`config.mk`:
```
export PLATFORM = sky130hd
export DESIGN_NAME = ixc_gfifo_pg_q
export DESIGN_NICKNAME = d
export VERILOG_FILES = /design/src/rtl/ixc_gfifo_pg_q.sv
export SDC_FILE = /design/constraint.sdc
export NUM_CORES = 1
export LEC_CHECK = 0
export ABC_AREA = 1
export BUFFER_PORTS_ARGS = -buffer_cell sky130_fd_sc_hd__buf_2
export CAP_MARGIN = 10
export CELL_PAD_IN_SITES_DETAIL_PLACEMENT = 2
export CELL_PAD_IN_SITES_GLOBAL_PLACEMENT = 2
export CORE_ASPECT_RATIO = 0.75
export CORE_MARGIN = 10
export CORE_UTILIZATION = 31
export CTS_CLUSTER_SIZE = 30
export DETAILED_ROUTE_END_ITERATION = 6
export PLACE_DENSITY_LB_ADDON = 0.12
export SETUP_SLACK_MARGIN = 0.15
export SYNTH_ARGS = -nofsm -noshare
export SYNTH_HDL_FRONTEND = slang
export SYNTH_SLANG_ARGS = --single-unit
```
`constraint.sdc`:
```
create_clock -name clk -period 1.8 [get_ports clk]
set_clock_uncertainty 0.15 [all_clocks]
set_input_delay 0.36 -clock clk [delete_from_list [all_inputs] [get_ports clk]]
set_output_delay 0.36 -clock clk [all_outputs]
set_load 0.01 [all_outputs]
```
`src/rtl/ixc_gfifo_pg_q.sv`:
```
// Buffered gfifo port group: an inbound (si -> ci) and an outbound (co -> so) elastic FIFO.
// With BYPASS set, both directions collapse to plain wires with no storage.

module ixc_gfifo_pg_q_fifo #(
    parameter int WIDTH = 1,
    parameter int DEPTH = 4
) (
    input  logic                       clk,
    input  logic                       rst_n,
    input  logic                       flush,
    input  logic [WIDTH-1:0]           in_data,
    input  logic                       in_vld,
    output logic                       in_rdy,
    output logic [WIDTH-1:0]           out_data,
    output logic                       out_vld,
    input  logic                       out_rdy,
    output logic [$clog2(DEPTH+1)-1:0] cnt
);
    localparam int PW = $clog2(DEPTH);
    localparam int CW = $clog2(DEPTH+1);

    logic [WIDTH-1:0] mem_r [DEPTH];
    logic [PW-1:0]    wr_ptr_r;
    logic [PW-1:0]    rd_ptr_r;
    logic [CW-1:0]    cnt_r;
    logic [CW-1:0]    cnt_nxt_s;
    logic             vld_r;
    logic             rdy_en_r;
    logic             full_s;
    logic             push_s;
    logic             pop_s;

    // Handshake decode; ready depends only on registered state and flush.
    always_comb begin
        full_s = (cnt_r == CW'(DEPTH));
        in_rdy = rdy_en_r & ~full_s & ~flush;
        push_s = in_vld & in_rdy;
        pop_s  = vld_r & out_rdy & ~flush;
        if (flush) begin
            cnt_nxt_s = {CW{1'b0}};
        end else if (push_s & ~pop_s) begin
            cnt_nxt_s = cnt_r + {{(CW-1){1'b0}}, 1'b1};
        end else if (pop_s & ~push_s) begin
            cnt_nxt_s = cnt_r - {{(CW-1){1'b0}}, 1'b1};
        end else begin
            cnt_nxt_s = cnt_r;
        end
    end

    // Pointers, occupancy and head-valid; flush overrides any transfer.
    always_ff @(posedge clk or negedge rst_n) begin
        if (!rst_n) begin
            wr_ptr_r <= {PW{1'b0}};
            rd_ptr_r <= {PW{1'b0}};
            cnt_r    <= {CW{1'b0}};
            vld_r    <= 1'b0;
            rdy_en_r <= 1'b0;
        end else begin
            rdy_en_r <= 1'b1;
            cnt_r    <= cnt_nxt_s;
            vld_r    <= (cnt_nxt_s != {CW{1'b0}});
            if (flush) begin
                wr_ptr_r <= {PW{1'b0}};
                rd_ptr_r <= {PW{1'b0}};
            end else begin
                if (push_s) begin
                    wr_ptr_r <= wr_ptr_r + {{(PW-1){1'b0}}, 1'b1};
                end
                if (pop_s) begin
                    rd_ptr_r <= rd_ptr_r + {{(PW-1){1'b0}}, 1'b1};
                end
            end
        end
    end

    // Storage; cleared on reset so the head reads zero until first written.
    always_ff @(posedge clk or negedge rst_n) begin
        if (!rst_n) begin
            for (int i = 0; i < DEPTH; i++) begin
                mem_r[i] <= {WIDTH{1'b0}};
            end
        end else if (push_s) begin
            mem_r[wr_ptr_r] <= in_data;
        end
    end

    assign out_data = mem_r[rd_ptr_r];
    assign out_vld  = vld_r;
    assign cnt      = cnt_r;
endmodule

module ixc_gfifo_pg_q #(
    parameter int WIDTH  = 1,
    parameter int DEPTH  = 4,
    parameter int BYPASS = 0
) (
    input  logic                       clk,
    input  logic                       rst_n,
    input  logic                       flush,
    input  logic [WIDTH-1:0]           si,
    input  logic                       si_vld,
    output logic                       si_rdy,
    output logic [WIDTH-1:0]           ci,
    output logic                       ci_vld,
    input  logic                       ci_rdy,
    input  logic [WIDTH-1:0]           co,
    input  logic                       co_vld,
    output logic                       co_rdy,
    output logic [WIDTH-1:0]           so,
    output logic                       so_vld,
    input  logic                       so_rdy,
    output logic [$clog2(DEPTH+1)-1:0] ci_cnt,
    output logic [$clog2(DEPTH+1)-1:0] so_cnt
);
    localparam int CW = $clog2(DEPTH+1);

    generate
        if (BYPASS != 0) begin : g_bypass
            assign ci     = si;
            assign ci_vld = si_vld;
            assign si_rdy = ci_rdy;
            assign so     = co;
            assign so_vld = co_vld;
            assign co_rdy = so_rdy;
            assign ci_cnt = {CW{1'b0}};
            assign so_cnt = {CW{1'b0}};
        end else begin : g_fifo
            ixc_gfifo_pg_q_fifo #(.WIDTH(WIDTH), .DEPTH(DEPTH)) u_in (
                .clk(clk), .rst_n(rst_n), .flush(flush),
                .in_data(si), .in_vld(si_vld), .in_rdy(si_rdy),
                .out_data(ci), .out_vld(ci_vld), .out_rdy(ci_rdy),
                .cnt(ci_cnt)
            );
            ixc_gfifo_pg_q_fifo #(.WIDTH(WIDTH), .DEPTH(DEPTH)) u_out (
                .clk(clk), .rst_n(rst_n), .flush(flush),
                .in_data(co), .in_vld(co_vld), .in_rdy(co_rdy),
                .out_data(so), .out_vld(so_vld), .out_rdy(so_rdy),
                .cnt(so_cnt)
            );
        end
    endgenerate
endmodule

```
==> reports/results.tsv <==
stage	metric	value	unit
status	status	finished, final reports clean	
power_and_ir_drop	Power Density	810	nW/um^2
final_layout	post-route cell area	1960	um^2
place	GPL Wtd Cong	0.784	
power_and_ir_drop	leakage power	1.04	nW
global_routing	initial antenna violation count	0	
floorplanning	row cnt	21	
global_routing	first-pass GRT wire length	7560	um
routing	via total after detailed routing	1301	
run	max cap viols	0	
logic_synthesis	Netlist cell types	24	
logic_synthesis	sequential share of the synthesized area	43.7	%
timing	Final Cycle Share	98.7	%
routing	initial DRC count	42	
floorplanning	Starting Density	32.1	%
timing	Setup TNS	0	ps
routing	routed vias/inst	4.89	
place	Placed Cells incl. Taps	244	
final_layout	fin cells	266	
logic_synthesis	FF+latch count, synth	25	
logic_synthesis	Syn Nets	189	
global_routing	total track usage	11.7	%
final_layout	Ant. Diodes	0	
final_layout	layout cell share with drive strength beyond 1	44.0	%
routing	Detail Route Antenna Nets	0	
worst_setup_path	Critical Path Sink Type	primary output	
timing	Final Critical Period	1780	ps
worst_setup_path	Critical Path RT	1290	ps
floorplanning	die span in y	78.9	um
final_layout	most common cell after layout, fill and taps aside	nand2_1	
cts	CTS clk-pin slew, worst paths	90	ps
worst_setup_path	CP dominant cell by count	inv_2	
min_path	worst hold stages	2	
place	DP HPWL	3150	um
worst_setup_path	CP Buf/Inv Count	3	
worst_setup_path	type of the worst setup path	reg2out	
place	Post-Place Worst Slack	-49.6	ps
logic_synthesis	syn_area_per_cell	8.63	um^2
floorplanning	Die Wd	98.5	um
cts	worst-case clock buffer depth	2	
timing	Setup violations, final	0	
logic_synthesis	synthesized instance count	166	
timing	worst relative slew slack	61.3	%
cts	CTS tree	built	
timing	setup ws final	23.7	ps
worst_setup_path	sequence of cells on the critical path	inv_2, ha_4, nand2_4, inv_2, nor2_4, buf_6	
worst_setup_path	Crit path depth	6	
final_layout	Nets	233	
worst_setup_path	largest fanout on the critical path	2	
final_layout	Filler Cells Inserted	506	
timing	fmax	563	MHz
logic_synthesis	warnings from Yosys	0	
place	IO buf count	20	
routing	routed len/inst	17.7	um
global_routing	largest net degree at the start of global routing	26	
worst_setup_path	critical path's slowest cell	dfrtp_1	
global_routing	Overflow after GRT	0	
cts	Root Driver	clkbuf_8	
worst_setup_path	CP top delay family	flip-flops	
timing	Hold Vio Cnt, Final	0	
place	Post-DP Area	1610	um^2
cts	CTS H-tree depth	1	
timing	worst slew pin tran	580	ps
logic_synthesis	Mapped Area	1430	um^2
cts	CTS Buf Count	3	
worst_setup_path	Worst Path Arrival	1270	ps
floorplanning	Die Footprint	7770	um^2
timing	pins over their slew limit	0	
final_layout	most frequent cells in the layout	26 x nand2_1, 24 x dfrtp_1, 19 x inv_1, 19 x buf_2, 18 x buf_4	
timing	RSZ-0062 raised after global routing	true	
min_path	Worst Hold Class	in2reg	
worst_setup_path	startpoint types	flip-flop	
final_layout	Layout area overhead	37.0	%
global_routing	number of global-route vias before repair	1522	
cts	Worst-Skew Late Latency	270	ps
floorplanning	core area	4470	um^2
power_and_ir_drop	Peak supply drop	0.390	mV
routing	DRT Pass-1 Iters	3	
cts	Sink Count	25	
floorplanning	IO Pins	21	
worst_setup_path	Max stage delay on crit path	390	ps
routing	DRC	0	
worst_setup_path	R2R cell count	11	
routing	WL final	4700	um
timing repair:
action / 4_1_cts / 5_1_grt
hold buffers: 1 / 0
gates cloned: 0 / 0
hold endpoints to repair: 25 / 0
pin swaps: 4 / 9
resized for setup: 21 / 31
setup endpoints to repair: 12 / 20
setup buffers: 12 / 5
layout make-up:
cell class / instances / area (um^2) / share of cell area (%)
multi-input combinational: 111 / 836 / 42.6
sequential: 25 / 627 / 31.9
timing repair buffer: 40 / 263 / 13.4
inverter: 29 / 121 / 6.18
tap: 57 / 71.3 / 3.63
clock buffer: 4 / 45.0 / 2.29
stage by stage:
stage | util [%] | hold WS, ps | power [mW]
floorplan | - | -85.6 | 0.933
global placement | 36.0 | 241 | 1.06
detailed placement | 36.0 | 248 | 1.09
CTS | 40.6 | 195 | 1.51
global route | 43.9 | 207 | 1.70
finish | 43.9 | 201 | 1.59
metal layers:
| layer | global-route usage [%] | up-vias | share of wire, % |
|---|---|---|---|
| met5 | 0 | - | 0 |
| met4 | 1.43 | 0 | 2.3 |
| met3 | 3.63 | 10 | 4.8 |
| met2 | 22.4 | 27 | 50 |
| met1 | 12.6 | 656 | 42 |
| li1 | - | 608 | - |
power breakdown:
| part | leakage, nW | switching, mW | internal (mW) |
|---|---|---|---|
| clock | 0.0228 | 0.186 | 0.159 |
| combinational | 0.690 | 0.293 | 0.245 |
| sequential | 0.330 | 0.0682 | 0.640 |
worst reg2reg max path, cell delays in order, from the launching register on:
cell	delay (ps)
dfrtp_1	390
inv_2	70
ha_4	170
nand2_4	70
buf_4	120
nand3_4	120
inv_6	120
nand2_4	70
nand2_1	90
nand2_1	90
nand3_2	100
nand3_2	70
state kept, by name (all words and copies together), names as in the netlist:
register and count:
g_fifo.u_in.mem_r 4, g_fifo.u_out.rdy_en_r 1, g_fifo.u_out.out_vld 1, g_fifo.u_out.cnt 3
g_fifo.u_in.wr_ptr_r 2, g_fifo.u_in.cnt 3, g_fifo.u_out.wr_ptr_r 2, g_fifo.u_out.mem_r 4
g_fifo.u_in.rd_ptr_r 2, g_fifo.u_out.rd_ptr_r 2, g_fifo.u_in.out_vld 1
final timing paths:
check                                                        from                             endpoint  slack (ps)
worst max-delay path                 g_fifo.u_in.cnt[0]$_DFF_PN0_                               si_rdy          20
worst min-delay path                                        flush  g_fifo.u_in.rd_ptr_r[0]$_DFFE_PN0P_         200
worst max register to register       g_fifo.u_in.cnt[0]$_DFF_PN0_        g_fifo.u_in.out_vld$_DFF_PN0_          60
worst min register to register  g_fifo.u_out.mem_r[3]$_DFFE_PN0P_    g_fifo.u_out.mem_r[3]$_DFFE_PN0P_         370
max in group asynchronous                                   rst_n  g_fifo.u_in.rd_ptr_r[0]$_DFFE_PN0P_         620
min in group asynchronous                                   rst_n    g_fifo.u_out.mem_r[0]$_DFFE_PN0P_         450
cell usage after synthesis, drive strengths merged:
| cell type | count | area [um^2] |
|---|---|---|
| nand2 | 42 | 160 |
| inv | 29 | 111 |
| dfrtp | 25 | 626 |
| nand3 | 17 | 95.1 |
| ha | 14 | 175 |
| o21ai | 10 | 50.0 |
| mux2 | 8 | 90.1 |
| nor2 | 7 | 36.3 |
| a21oi | 6 | 30.0 |
| a32oi | 1 | 8.76 |
| buf | 1 | 11.3 |
| conb | 1 | 3.75 |
| nand4 | 1 | 6.26 |
| nor3 | 1 | 5.00 |
| o22ai | 1 | 6.26 |
| xnor2 | 1 | 8.76 |
| xor2 | 1 | 8.76 |
logic make-up after synthesis:
family | Yosys count | share of synthesized area (%)
and+or+nand+nor | 68 | 21.1
AOI/OAI and AO/OA | 18 | 6.64
adders and majority gates | 14 | 12.2
buffers and inverters | 30 | 8.56
muxes | 8 | 6.29
other | 1 | 0.262
xor gates and xnor gates | 2 | 1.22
DFF | 25 | 43.7
No activity file was read; power rests on OpenSTA's default activity.
